$ cat src/rtl/cam_pkg.sv
// Shared defaults, derived widths and state encoding for the camera pixel unpacker.
package cam_pkg;
  localparam int BUS_WIDTH    = 96;
  localparam int PIX_WIDTH    = 24;
  localparam int SHAPE_W      = 848;
  localparam int SHAPE_H      = 480;
  localparam int PIX_PER_WORD = BUS_WIDTH / PIX_WIDTH;
  localparam int X_W          = $clog2(SHAPE_W);
  localparam int Y_W          = $clog2(SHAPE_H);

  typedef enum logic {
    EMPTY = 1'b0,
    DRAIN = 1'b1
  } cam_state_e;
endpackage

$ cat src/rtl/cam_pixel_unpacker_coord.sv
// x/y raster counters for the unpacked pixel stream, with sof/eol/eof decode.
module cam_pixel_coord #(
  parameter int SHAPE_W = cam_pkg::SHAPE_W,
  parameter int SHAPE_H = cam_pkg::SHAPE_H
) (
  input  logic                       clk,
  input  logic                       rst_n,
  input  logic                       adv,
  input  logic                       clr,
  output logic [$clog2(SHAPE_W)-1:0] x,
  output logic [$clog2(SHAPE_H)-1:0] y,
  output logic                       sof,
  output logic                       eol,
  output logic                       eof
);
  localparam int XW = $clog2(SHAPE_W);
  localparam int YW = $clog2(SHAPE_H);
  localparam logic [XW-1:0] X_LAST = XW'(SHAPE_W - 1);
  localparam logic [YW-1:0] Y_LAST = YW'(SHAPE_H - 1);

  logic [XW-1:0] x_q, x_d;
  logic [YW-1:0] y_q, y_d;

  assign x   = x_q;
  assign y   = y_q;
  assign sof = (x_q == '0) && (y_q == '0);
  assign eol = (x_q == X_LAST);
  assign eof = eol && (y_q == Y_LAST);

  // clr wins: an early frame end restarts the raster at (0,0)
  always_comb begin
    x_d = x_q;
    y_d = y_q;
    if (clr) begin
      x_d = '0;
      y_d = '0;
    end else if (adv) begin
      if (eol) begin
        x_d = '0;
        y_d = eof ? '0 : y_q + YW'(1);
      end else begin
        x_d = x_q + XW'(1);
      end
    end
  end

  always_ff @(posedge clk or negedge rst_n) begin
    if (!rst_n) begin
      x_q <= '0;
      y_q <= '0;
    end else begin
      x_q <= x_d;
      y_q <= y_d;
    end
  end
endmodule

$ cat src/rtl/cam_pixel_unpacker.sv
// Splits camera bus words into single pixels with raster coordinates, markers
// and a frame_end vs. geometry consistency check.
module cam_pixel_unpacker #(
  parameter int BUS_WIDTH = cam_pkg::BUS_WIDTH,
  parameter int PIX_WIDTH = cam_pkg::PIX_WIDTH,
  parameter int SHAPE_W   = cam_pkg::SHAPE_W,
  parameter int SHAPE_H   = cam_pkg::SHAPE_H
) (
  input  logic                       clk,
  input  logic                       rst_n,
  output logic                       cam_ready,
  input  logic                       cam_valid,
  input  logic [BUS_WIDTH-1:0]       cam_data,
  input  logic                       cam_frame_end,
  output logic                       pix_valid,
  input  logic                       pix_ready,
  output logic [PIX_WIDTH-1:0]       pix_data,
  output logic [$clog2(SHAPE_W)-1:0] pix_x,
  output logic [$clog2(SHAPE_H)-1:0] pix_y,
  output logic                       pix_sof,
  output logic                       pix_eol,
  output logic                       pix_eof,
  output logic                       frame_err,
  output logic [15:0]                frame_cnt
);
  import cam_pkg::*;

  localparam int PPW = BUS_WIDTH / PIX_WIDTH;
  localparam int LW  = (PPW > 1) ? $clog2(PPW) : 1;
  localparam logic [LW-1:0] LANE_LAST = LW'(PPW - 1);

  cam_state_e           state_q, state_d;
  logic [LW-1:0]        lane_q, lane_d;
  logic [BUS_WIDTH-1:0] buf_q, buf_d;
  logic                 fe_q, fe_d;
  logic                 err_q, err_d;
  logic [15:0]          cnt_q, cnt_d;

  logic last_lane, in_xfer, pix_xfer, word_end;
  logic early_end, late_end, frame_done;

  // The buffer shifts one pixel toward the MSBs per transfer, so the
  // current lane always sits in the top slice of a flop.
  assign pix_data  = buf_q[BUS_WIDTH-1 -: PIX_WIDTH];
  assign pix_valid = (state_q == DRAIN);
  assign frame_err = err_q;
  assign frame_cnt = cnt_q;

  always_comb begin
    last_lane  = (lane_q == LANE_LAST);
    cam_ready  = (state_q == EMPTY) | (last_lane & pix_ready);
    in_xfer    = cam_valid & cam_ready;
    pix_xfer   = pix_valid & pix_ready;
    word_end   = pix_xfer & last_lane;
    early_end  = word_end & fe_q & ~pix_eof;
    late_end   = word_end & ~fe_q & pix_eof;
    frame_done = word_end & fe_q & pix_eof;
  end

  always_comb begin
    state_d = state_q;
    lane_d  = lane_q;
    buf_d   = buf_q;
    fe_d    = fe_q;
    err_d   = early_end | late_end;
    cnt_d   = cnt_q + 16'(frame_done);
    case (state_q)
      EMPTY: begin
        if (in_xfer) begin
          state_d = DRAIN;
          lane_d  = '0;
          buf_d   = cam_data;
          fe_d    = cam_frame_end;
        end
      end
      DRAIN: begin
        if (pix_xfer) begin
          if (!last_lane) begin
            lane_d = lane_q + LW'(1);
            buf_d  = buf_q << PIX_WIDTH;
          end else if (in_xfer) begin
            // reload on the last lane keeps the output bubble-free
            lane_d = '0;
            buf_d  = cam_data;
            fe_d   = cam_frame_end;
          end else begin
            state_d = EMPTY;
            lane_d  = '0;
          end
        end
      end
      default: state_d = EMPTY;
    endcase
  end

  always_ff @(posedge clk or negedge rst_n) begin
    if (!rst_n) begin
      state_q <= EMPTY;
      lane_q  <= '0;
      buf_q   <= '0;
      fe_q    <= 1'b0;
      err_q   <= 1'b0;
      cnt_q   <= '0;
    end else begin
      state_q <= state_d;
      lane_q  <= lane_d;
      buf_q   <= buf_d;
      fe_q    <= fe_d;
      err_q   <= err_d;
      cnt_q   <= cnt_d;
    end
  end

  cam_pixel_coord #(
    .SHAPE_W (SHAPE_W),
    .SHAPE_H (SHAPE_H)
  ) u_coord (
    .clk   (clk),
    .rst_n (rst_n),
    .adv   (pix_xfer),
    .clr   (early_end),
    .x     (pix_x),
    .y     (pix_y),
    .sof   (pix_sof),
    .eol   (pix_eol),
    .eof   (pix_eof)
  );
endmodule

$ cat config.mk
export PLATFORM = sky130hd
export DESIGN_NAME = cam_pixel_unpacker
export DESIGN_NICKNAME = d
export VERILOG_FILES = /design/src/rtl/cam_pkg.sv /design/src/rtl/cam_pixel_unpacker_coord.sv /design/src/rtl/cam_pixel_unpacker.sv
export SDC_FILE = /design/constraint.sdc
export NUM_CORES = 1
export LEC_CHECK = 0
export BUFFER_PORTS_ARGS = -buffer_cell sky130_fd_sc_hd__buf_4
export CORE_MARGIN = 2
export CORE_UTILIZATION = 35
export CTS_CLUSTER_DIAMETER = 80
export DETAILED_ROUTE_END_ITERATION = 6
export GPL_TIMING_DRIVEN = 0
export SLEW_MARGIN = 20
export SYNTH_ARGS = -nofsm -noshare
export SYNTH_HDL_FRONTEND = slang
export SYNTH_SLANG_ARGS = --single-unit
$ cat constraint.sdc
create_clock -name clk -period 3.3 [get_ports clk]
set_input_delay 0 -clock clk [delete_from_list [all_inputs] [get_ports clk]]
set_output_delay 0 -clock clk [all_outputs]
set_load 0.05 [all_outputs]
* Word level (Yosys, flattened, before mapping)
Cells that the tools add are included.
** Storage, ports and cells
- Logic and storage cells :: 64
- Memory bits (read-only) :: 0
- Bits in latches :: 0
- Output and inout bits :: 65
- Memory bits (writable) :: 0
- Bits of input ports :: 101
- Register bits after elaboration :: 136
- Memories kept :: 0
** Operators by class
- Bitwise logic cells :: 14
- Equal/unequal tests :: 6
- Shift operators :: 0
- Add/subtract/negate cells :: 4
- Reduce and logical (&&, ||, !) cells :: 9
- Mux-type cells :: 23
- $mul :: 0
- $lt $le $gt $ge :: 0
- Div/mod/pow operators :: 0
** Operator list (count)
- $mux 96 :: 3
- $pmux 96 s2 :: 1
- $mux 9 :: 4
- $mux 10 :: 3
- $add 16x1->16 :: 1
- $add 10x1->10 const B :: 1
- $eq 10x10->1 const B :: 1
- $logic_not 10->1 :: 1
- $add 9x1->9 const B :: 1
- $and 1x1->1 :: 9
- $eq 9x9->1 const B :: 1
- $logic_not 9->1 :: 1
- $mux 1 :: 6
- $mux 2 :: 3
- $reduce_and 2->1 :: 3
- $ne 2x1->1 const B :: 2
- $pmux 1 s2 :: 2
- $pmux 2 s2 :: 1
- $reduce_bool 2->1 :: 2
- $not 1->1 :: 3
- $add 2x1->2 const B :: 1
- $eq 2x2->1 const B :: 1
- $logic_and 1x1->1 :: 2
- $ne 2x2->1 const B :: 1
- $or 1x1->1 :: 2

* Logic depth before layout (Yosys ltp)
Gate-level depths: netlist of run 1.
- Depth after elaboration :: 8
- Mapped depth :: 10
- Gate-level depth less buffers :: 9

* Cells and area by module
Synthesis of run 1 repeated with hierarchy kept, for this count alone.
** Second synthesis, totals
- Cell total of the unflattened synthesis :: 524
- Area, all modules :: 6457.4 um2
** By module, submodules not included
- cam_pixel_unpacker :: cells an instance 403, area an instance 5336.4 um2, sequential area each 2927.8 um2, instances 1
- cam_pixel_coord :: cells an instance 121, area an instance 1121.1 um2, sequential area each 475.5 um2, instances 1

* Worst setup path before layout of run 1
Ideal clock, no wire load.
- Path type :: reg-to-reg
- Start point :: register u_coord.x_q[1], in the netlist u_coord.x[1]
- End point :: register cnt_q[12], in the netlist frame_cnt[12]
- Path buffers :: 1
- Setup time :: 0.141 ns
- Data required time :: 3.159 ns
- Arrival time :: 2.885 ns
- Period minus slack after synthesis :: 3.026 ns
- Path slack :: 0.274 ns
- Cell stages (with the launch flop) :: 11
- Cell sequence :: dfrtp_1 -> ha_1 -> nand3_1 -> or3_2 -> clkbuf_1 -> nor3_1 -> ha_1 -> ha_1 -> and3_1 -> nand4_1 -> xnor2_1
** On the way
- Longest elaborated chain between the ends :: 4
** Ends and longest elaborated chain
- start: declaration :: line cam_pixel_unpacker_coord.sv:21 : logic [XW-1:0] x_q, x_d;
- start signal: assignment :: line cam_pixel_unpacker_coord.sv:49 : x_q <= '0;
- start signal: assignment :: line cam_pixel_unpacker_coord.sv:52 : x_q <= x_d;
- $eq 10x10->1 :: line cam_pixel_unpacker_coord.sv:27 : assign eol = (x_q == X_LAST);
- $logic_and 1x1->1 :: line cam_pixel_unpacker_coord.sv:28 : assign eof = eol && (y_q == Y_LAST);
- $and 1x1->1 :: line cam_pixel_unpacker.sv:57 : frame_done = word_end & fe_q & pix_eof;
- $add 16x1->16 :: line cam_pixel_unpacker.sv:66 : cnt_d = cnt_q + 16'(frame_done);
- named net cnt_d[12] :: line cam_pixel_unpacker.sv:37 : logic [15:0] cnt_q, cnt_d;
- end signal: assignment :: line cam_pixel_unpacker.sv:110 : cnt_q <= cnt_d;
- end: declaration :: line cam_pixel_unpacker.sv:37
The timed path passes the listed nets, and every way through them passes these cells.
A chain may end at the register's enable or synchronous reset.

* Worst setup path in the final report of run 1
Ends and elaborated chain as after synthesis.

==> results by group, run 1 <==
Logic synthesis
  • Mapped Cells: 610
  • Yosys cell types: 37
  • Synth Area in Compound Gates: 20.6%
  • Synth Area in Adders: 1.64%
  • Register area share after synthesis: 55.7%
  • Mapped cell area: 6110 um^2
  • Largest family of logic cells by synthesized area: compound AO/OA/AOI/OAI gates
  • Syn avg cell area: 10.0 um^2
  • Syn nets: 719
  • Seq cells post-synth: 136
  • Simple-Gate Fraction of Synth Area: 12.9%
  • Ys Warns: 0
  • Mux cell area share after synthesis: 0.369%
  • Xor and xnor area share after synthesis: 2.87%

Timing
  • Worst-margin pin slew: 888 ps
  • Minimum clock period: 3000 ps
  • Slew HR: 40.2%
  • Setup TNS: 0 ps
  • Setup Viol. Count Final: 0
  • Final Hold Fails: 0
  • Setup Skew: 8.08 ps
  • F_max: 333 MHz
  • RSZ-0062 raised after global routing: no
  • Pins over their slew limit: 0
  • Crit share post-route: 91.0%

Detailed routing
  • Via count: 5816
  • Drt via density: 5.14
  • Antenna violation net count after detailed routing: 0
  • DR iter-0 viols: 304
  • # DRC: 0
  • Post-DR wirelength/cell: 16.9 um
  • Router iterations before antenna repair: 5
  • DRT Wirelength: 19100 um

Critical path
  • CP dominant cell by count: ha_1
  • CP Max Fanout: 7
  • Worst path arrival time: 3300 ps
  • CP top delay family: simple AND/OR/NAND/NOR gates
  • Reg2reg path depth: 10
  • WP buf/inv: 1
  • CP peak stage delay: 530 ps
  • CP Data Required Time: 3600 ps
  • RR Endpoint: frame_cnt[12]$_DFF_PN0_
  • CP Cell Sequence: ha_1, nand3_1, or3_2, clkbuf_1, nor3_2, ha_1, ha_1, and3_1, nand4_1, xnor2_1
  • Setup Crit Path Kind: flop to flop
  • Slowest CP cell: or3_2
  • R2R Setup Slk: 300 ps
  • CP endpoint kind: flop
  • Worst reg2reg startpoint: u_coord.x[1]$_DFFE_PN0P_
  • Startpoint Class: flop

Floorplanning
  • IO Pins: 166
  • Total die area: 18500 um^2
  • Die Height: 136 um
  • Die Wd: 136 um
  • Core Region: 17200 um^2
  • Starting Density: 35.6%
  • Num rows: 48

Clock network
  • Clk_lat worst skew: 420 ps
  • Reg clk slew, reported paths: 60 ps
  • Clock sinks: 136
  • Clock Tree Buf Depth: 2
  • H-tree levels: 4
  • TritonCTS Buffers: 17
  • CTS Root Cell: clkbuf_16
  • CTS tree: done
  • Post-CTS setup buffers: 0

Power and ir drop
  • Power Internal: 4710 uW
  • Power Dens Cells: 822 nW/um^2
  • Psw: 2900 uW
  • Comb power frac: 39.7%
  • Clk pwr share: 25.5%
  • Max rail drop VDD: 0.489 mV
  • Leak: 0.00416 uW
  • Switching Share: 38.2%
  • Seq pwr share: 34.8%

Layout
  • Commonest non-fill, non-tap cell in the layout: buf_4
  • P&R area growth vs syn: 51.5%
  • Final Net Count: 1003
  • Most frequent cells in the layout: 188 x buf_4, 136 x dfrtp_1, 99 x dlygate4sd3_1, 83 x nor2_1, 77 x a21oi_1
  • Post-layout util: 53.9%
  • Layout cells sized above 1: 25.3%
  • ANT cells: 0

Hold path
  • Worst hold path type: primary input to flop
  • Worst hold path endpoint: lane_q[0]$_DFFE_PN0P_
  • HP Start: pix_ready
  • Hold depth: 4

Placed design
  • Placer Congestion: 0.845
  • DP Wirelength: 13500 um
  • IO buf count: 165

GRT
  • Total GRT Usage: 21.1%
  • Initial antenna violation count: 0
  • Global-route wire length before repair: 30400 um
  • Congestion Overflow GR: 0
  • Largest net degree at the start of global routing: 72
  • Number of global-route vias before repair: 6031

Run status
  • Status: finished clean

Job
  • Max cap viols: 0
## stage by stage
step	hold slack (ps)	setup slack [ps]	cell area, um^2	power [uW]	cells
after floorplan	-296	274	6110	4660	610
after global placement	198	315	7630	5500	1000
after detailed placement	3.52	263	7660	5580	1001
after CTS	1.05	224	9250	7640	1131
after global routing	59.7	52.5	9260	8060	1131
final	5.30	296	9260	7610	1131
## how the worst max path moves through the flow
stage / startpoint / end / slack [ps] / cells past startpoint
global route: u_coord.x[1]$_DFFE_PN0P_ / frame_cnt[12]$_DFF_PN0_ / 50 / 10
detailed placement: u_coord.x[1]$_DFFE_PN0P_ / frame_cnt[12]$_DFF_PN0_ / 260 / 10
finish: u_coord.x[1]$_DFFE_PN0P_ / frame_cnt[12]$_DFF_PN0_ / 300 / 10
CTS: u_coord.x[1]$_DFFE_PN0P_ / frame_cnt[12]$_DFF_PN0_ / 220 / 10
floorplan: u_coord.x[1]$_DFFE_PN0P_ / frame_cnt[12]$_DFF_PN0_ / 270 / 10
global placement: u_coord.x[1]$_DFFE_PN0P_ / frame_cnt[12]$_DFF_PN0_ / 310 / 10
## cell type report
class                   count  area [um^2]
plain buffers              65          342
clock buffers              22          474
clock inverters             9          123
fillers                  1563         7920
inverters                   6         22.5
multi-input cells         403         2350
flip-flops and latches    136         3400
well taps                 225          282
repair buffers            265         2260
## repair_timing
item / in CTS / in global routing
gates resized for setup: 0 / 1
endpoints found under the hold margin: 170 / 0
hold buffers: 99 / 0
endpoints found under the setup margin: 0 / 2
## power groups by stage
| stage | logic, uW | registers, uW | clock network (uW) |
|---|---|---|---|
| 6_report | 3020 | 2650 | 1940 |
| 2_1_floorplan | 1990 | 2670 | 0 |
| 4_1_cts | 3030 | 2640 | 1970 |
| 3_5_place_dp | 2920 | 2660 | 0 |
| 5_1_grt | 3290 | 2710 | 2050 |
| 3_3_place_gp | 2850 | 2650 | 0 |
## sequential cells by signal, summed over array words and instances (netlist names)
signal / count
buf_q: 96
frame_cnt: 16
u_coord.x: 10
u_coord.y: 9
lane_q: 2
fe_q: 1
frame_err: 1
pix_valid: 1
## worst register-to-register path, stage by stage, from the launching register on
cell and delay, ps:
dfrtp_1 480, ha_1 250, nand3_1 200, or3_2 530
clkbuf_1 190, nor3_2 260, ha_1 190, ha_1 230
and3_1 270, nand4_1 140, xnor2_1 140
## logic make-up (layout without fill, tap and decap cells)
logic type / Yosys count / after routing
adder cells (fa/ha/maj): 8 / 8
AND/OR/NAND/NOR: 167 / 167
multiplexers: 2 / 2
buffers and inverters: 71 / 367
flip-flops: 136 / 136
XOR/XNOR: 20 / 20
AO/OA/AOI/OAI: 206 / 206
## routing by layer
layer  track usage, %  vias up  routed length (um)
met4             7.47        0                 354
met5                0        -                   0
met1             29.2     2821                8740
met3             4.36       29                1040
li1                 -     2778                   -
met2             32.9      188                8940
## Yosys cell counts, drive strengths merged
cell       n  area (um^2)
dfrtp    136         3400
nor2      83          312
a21oi     77          385
o22ai     74          463
clkbuf    40          150
a22o      25          219
buf       25          191
nand2     23         86.3
nand3     19         95.1
o21ai     19         95.1
xnor2     16          140
nand4     10         62.6
ha         8          100
inv        6         22.5
or3        6         45.0
and4       5         43.8
a2111oi    4         35.0
a2bb2oi    4         35.0
and3       4         26.3
nand2b     4         25.0
nor3       4         20.0
xor2       4         35.0
and2       2         12.5
mux2       2         22.5
nor4       2         12.5
nor4b      2         17.5
a211o      1         10.0
a32oi      1         8.76
nor2b      1         6.26
o21a       1         7.51
or4        1         11.3
or4b       1         10.0
Note: power is estimated with default switching activity, not from simulation.
==> inputs of run 2 (changes only) <==
Settings changed: CORE_UTILIZATION 35 to 30, CTS_CLUSTER_SIZE set to 16.
==> run 2 against run 1 <==
Effect of this change:
- non-clock buffer count increased by 1
- first-iteration DRC count decreased by 2.3%
- largest power group unchanged
- hold slack improved by 18 ps
- core utilization decreased by 7.4 points
- clock skew decreased by 2.2 ps
- via count decreased by 0.89%
- routed wire length increased by 4.2%
- clock power increased by 3%
- critical endpoint unchanged
- cell area increased by 0.91%
- sequential share of layout area decreased by 0.33 points
- sequential power about the same
==> results by group, run 2 (synthesized netlist as in run 1, its figures left out) <==
Layout
  • P&R area growth vs syn: 52.9%
  • Largest register FFs: 96
  • Register with the most flip-flops: buf_q
  • Post-Layout Cell Count: 1178
  • Commonest non-fill, non-tap cell in the layout: buf_4
  • Most frequent cells in the layout: 188 x buf_4, 136 x dfrtp_1, 100 x dlygate4sd3_1, 83 x nor2_1, 77 x a21oi_1
  • Layout cells sized above 1: 25.4%
  • ANT cells: 0
  • Final Net Count: 1004

Floorplanning
  • Num rows: 52
  • Starting Density: 30.4%
  • Total die area: 21500 um^2
  • IO Pins: 166
  • Die Wd: 147 um
  • Die Height: 147 um
  • Core Region: 20100 um^2

Clock network
  • H-tree levels: 4
  • CTS resizes: 0
  • Clock sinks: 136
  • Reg clk slew, reported paths: 60 ps
  • TritonCTS Buffers: 17
  • Clk_lat worst skew: 420 ps
  • CTS Root Cell: clkbuf_16
  • CTS tree: done
  • Clock Tree Buf Depth: 2

Timing
  • Worst-margin pin slew: 884 ps
  • Slew HR: 40.5%
  • Pins over their slew limit: 0
  • Minimum clock period: 3040 ps
  • Final Hold Fails: 0
  • Setup Skew: 5.92 ps
  • Crit share post-route: 92.2%
  • F_max: 329 MHz
  • Setup Viol. Count Final: 0
  • RSZ-0062 raised after global routing: no
  • Setup TNS: 0 ps

GRT
  • Total GRT Usage: 18.5%
  • Global-route wire length before repair: 31300 um
  • Congestion Overflow GR: 0
  • Largest net degree at the start of global routing: 91
  • Number of global-route vias before repair: 5933
  • Initial antenna violation count: 0

Placed design
  • Placer Congestion: 0.833
  • IO buf count: 165
  • DP Wirelength: 13900 um
  • Placed cell count: 1046

Run status
  • Status: finished clean

Critical path
  • CP endpoint kind: flop
  • Worst path arrival time: 3350 ps
  • CP Max Fanout: 7
  • CP Data Required Time: 3600 ps
  • Startpoint Class: flop
  • Setup Crit Path Kind: flop to flop

Detailed routing
  • DRT Wirelength: 19900 um
  • # DRC: 0
  • Router iterations before antenna repair: 5
  • Post-DR wirelength/cell: 16.9 um
  • Antenna violation net count after detailed routing: 0
  • DR iter-0 viols: 297
  • Drt via density: 4.89
  • Via count: 5764

Power and ir drop
  • Max rail drop VDD: 0.391 mV
  • Leak: 0.00417 uW
  • Power Dens Cells: 827 nW/um^2

Hold path
  • Worst hold path type: primary input to flop

Job
  • Max cap viols: 0
==> run 2: changes by cell type in the layout (fill, tap and decap cells not counted), sizes merged <==
cell	change
clkinvlp	+1
clkbuf	-3
dlygate4sd3	+1
clkinv	-1
inv	+4
==> run 2: area by class of cell <==
type | instances | area, um^2
plain buffers | 65 | 342
multi-input cells | 403 | 2340
fillers | 1883 | 10800
flip-flops and latches | 136 | 3400
inverters | 6 | 22.5
repair buffers | 266 | 2270
clock inverters | 13 | 166
well taps | 270 | 338
clock buffers | 19 | 453
==> run 2: power by group <==
group          internal (uW)  switching (uW)
sequential              2230             454
combinational           1250            1810
clock                   1240             748
total                   4720            3010
==> run 2: path summary, 6_finish.rpt <==
| path | start | end | slack [ps] | cells past startpoint |
|---|---|---|---|---|
| max | u_coord.x[1]$_DFFE_PN0P_ | frame_cnt[12]$_DFF_PN0_ | 260 | 10 |
| min | pix_ready | lane_q[1]$_DFFE_PN0P_ | 20 | 3 |
| max reg2reg | u_coord.x[1]$_DFFE_PN0P_ | frame_cnt[12]$_DFF_PN0_ | 260 | 10 |
| min reg2reg | frame_cnt[15]$_DFF_PN0_ | frame_cnt[15]$_DFF_PN0_ | 480 | 1 |
| max in group asynchronous | rst_n | frame_cnt[15]$_DFF_PN0_ | 2440 | 3 |
| min in group asynchronous | rst_n | buf_q[84]$_DFFE_PN0N_ | 80 | 2 |
==> run 2: metrics by stage <==
stage	total power (uW)	hold slack, ps	cell area, um^2	util, %	setup WS [ps]
after floorplan	4660	-296	6110	-	274
after global placement	5580	193	7690	38.2	242
after detailed placement	5630	-74.9	7720	38.4	254
after CTS	7770	3.19	9340	46.5	227
after global routing	8150	47.1	9340	46.5	1.45
final	7720	23.7	9340	46.5	257
==> run 2: routing by layer <==
metal / GRT usage (%) / wire length [um] / up-vias
li1: - / - / 2776
met2: 29.0 / 9440 / 173
met3: 3.42 / 857 / 37
met4: 8.20 / 575 / 0
met1: 25.2 / 9010 / 2778
met5: 0 / 0 / -
==> run 2: repair_timing <==
item / in CTS / in global routing
buffers inserted: 0 / 0
endpoints found under the hold margin: 236 / 0
hold buffers: 100 / 0
==> run 2: critical path, stage by stage (launching register included) <==
cell	delay (ps)
dfrtp_1	470
ha_1	230
nand3_1	190
or3_2	510
clkbuf_1	190
nor3_1	360
ha_1	220
ha_1	230
and3_1	250
nand4_1	130
xnor2_1	140
==> inputs of run 3 (changes only) <==
Settings changed: PLACE_DENSITY_LB_ADDON set to 0.1.
==> run 3 against run 2 <==
Effect of this change:
- maximum frequency is 2.3% higher
- worst setup slack better by 68 ps
- total power is 0.64% lower
- hold slack improved by 77 ps
- combinational power about the same
==> results by group, run 3 (synthesized netlist as in run 1, its figures left out) <==
Power and ir drop
  • Max rail drop VDD: 0.507 mV
  • Power Dens Cells: 821 nW/um^2
  • Leak: 0.00416 uW

Detailed routing
  • DR iter-0 viols: 219
  • Router iterations before antenna repair: 5
  • Drt via density: 4.92
  • DRT Wirelength: 19700 um
  • Antenna violation net count after detailed routing: 0
  • Via count: 5804
  • Post-DR wirelength/cell: 16.7 um
  • # DRC: 0

Layout
  • Filler Cell Count: 1909
  • Layout cells sized above 1: 25.6%
  • Area of the multi-input gates: 2350 um^2
  • Seq. cell area: 3400 um^2
  • Register with the most flip-flops: buf_q
  • Commonest non-fill, non-tap cell in the layout: buf_4
  • Largest register FFs: 96
  • Most frequent cells in the layout: 188 x buf_4, 136 x dfrtp_1, 100 x dlygate4sd3_1, 83 x nor2_1, 77 x a21oi_1
  • P&R area growth vs syn: 53.0%
  • Final Net Count: 1004

Placed design
  • DP Wirelength: 14200 um
  • Placer Congestion: 0.815
  • IO buf count: 165

Timing
  • RSZ-0062 raised after global routing: no
  • Crit share post-route: 90.1%
  • Setup TNS: 0 ps
  • Pins over their slew limit: 0
  • Minimum clock period: 2970 ps
  • F_max: 336 MHz
  • WHS: 101 ps
  • Final Hold Fails: 0
  • Slew HR: 40.4%
  • Setup Skew: 11.8 ps
  • Worst-margin pin slew: 886 ps
  • Setup Viol. Count Final: 0

Critical path
  • CP endpoint kind: flop
  • Worst path arrival time: 3280 ps
  • CP peak stage delay: 510 ps
  • Startpoint Class: flop
  • CP Max Fanout: 7
  • CP Cell Sequence: ha_1, nand3_1, or3_2, clkbuf_1, nor3_2, ha_1, ha_1, and3_1, nand4_1, xnor2_1
  • Setup Crit Path Kind: flop to flop
  • CP dominant cell by count: ha_1
  • Slowest CP cell: or3_2
  • CP Data Required Time: 3600 ps

GRT
  • Total GRT Usage: 18.6%
  • Initial antenna violation count: 1
  • Global-route wire length before repair: 31300 um
  • Congestion Overflow GR: 0
  • Largest net degree at the start of global routing: 79
  • Number of global-route vias before repair: 5925

Clock network
  • Clock sinks: 136
  • Clock Tree Buf Depth: 2
  • CTS tree: done
  • Reg clk slew, reported paths: 70 ps
  • TritonCTS Buffers: 17
  • Post-CTS setup buffers: 0
  • Clk_lat worst skew: 420 ps
  • H-tree levels: 4
  • CTS Root Cell: clkbuf_16

Floorplanning
  • Starting Density: 30.4%
  • Num rows: 52
  • Total die area: 21500 um^2
  • Die Height: 147 um
  • Die Wd: 147 um
  • Core Region: 20100 um^2
  • IO Pins: 166

Run status
  • Status: finished clean

Job
  • Max cap viols: 0

Hold path
  • Worst hold path type: primary input to asynchronous set/reset pin
[run 3: cell types whose count changed in the layout (fill, tap and decap cells not counted), sizes merged]
cell      before  now
clkbuf        59   57
diode          0    1
clkinv         4    5
clkinvlp       2    3
[run 3: critical path, delay by kind of cell (launching register included)]
family	cells	cell delay, ps
xor gates and xnor gates	1	140
and+or+nand+nor	5	1390
DFF	1	460
adders and majority gates	3	670
buffers and inverters	1	200
[run 3: area by class of cell]
| cell class | count | share of cell area [%] |
|---|---|---|
| Sequential cell | 136 | 36.4 |
| Multi-Input combinational cell | 403 | 25.1 |
| Timing Repair Buffer | 266 | 24.3 |
| Clock buffer | 17 | 4.55 |
| Buffer | 65 | 3.65 |
| Tap cell | 270 | 3.61 |
| Clock inverter | 15 | 2.05 |
| Inverter | 6 | 0.241 |
| Antenna cell | 1 | 0.0268 |
[run 3: path summary, 6_finish.rpt]
check | start | endpoint | slack, ps | cells after the start
worst max-delay path | u_coord.x[1]$_DFFE_PN0P_ | frame_cnt[12]$_DFF_PN0_ | 330 | 10
worst min-delay path | rst_n | u_coord.y[6]$_DFFE_PN0P_ | 100 | 2
worst max register to register | u_coord.x[1]$_DFFE_PN0P_ | frame_cnt[12]$_DFF_PN0_ | 330 | 10
worst min register to register | frame_cnt[15]$_DFF_PN0_ | frame_cnt[15]$_DFF_PN0_ | 480 | 1
max in group asynchronous | rst_n | buf_q[91]$_DFFE_PN0N_ | 2440 | 3
min in group clk | cam_frame_end | fe_q$_DFFE_PN0P_ | 340 | 4
[run 3: what timing repair did]
action | in CTS | in global routing
setup endpoints to repair | 0 | 3
endpoints found under the hold margin | 227 | 0
gates resized for setup | 0 | 1
hold buffers | 100 | 0
[run 3: layer usage]
metal / vias to the layer above / share of wire, % / track usage (%)
li1: 2786 / - / -
met1: 2834 / 44 / 23.5
met4: 0 / 1.6 / 5.49
met5: - / 0 / 0
met3: 21 / 5.2 / 4.72
met2: 163 / 50 / 31.5
[run 3: through the flow]
step | cell area, um^2 | worst slack (ps) | total power, uW | utilization, % | instances
after floorplan | 6110 | 274 | 4660 | - | 610
after global placement | 7690 | 238 | 5600 | 38.2 | 1045
after detailed placement | 7720 | 192 | 5650 | 38.4 | 1046
after CTS | 9340 | 177 | 7760 | 46.5 | 1178
after global routing | 9350 | 66.5 | 8130 | 46.5 | 1179
final | 9350 | 325 | 7670 | 46.5 | 1179
[run 3: where the power goes]
part | switching (uW) | internal [uW] | leakage (uW) | total (uW)
sequential | 411 | 2230 | 0.00165 | 2640
clock | 776 | 1200 | 0.000291 | 1980
combinational | 1810 | 1240 | 0.00221 | 3060
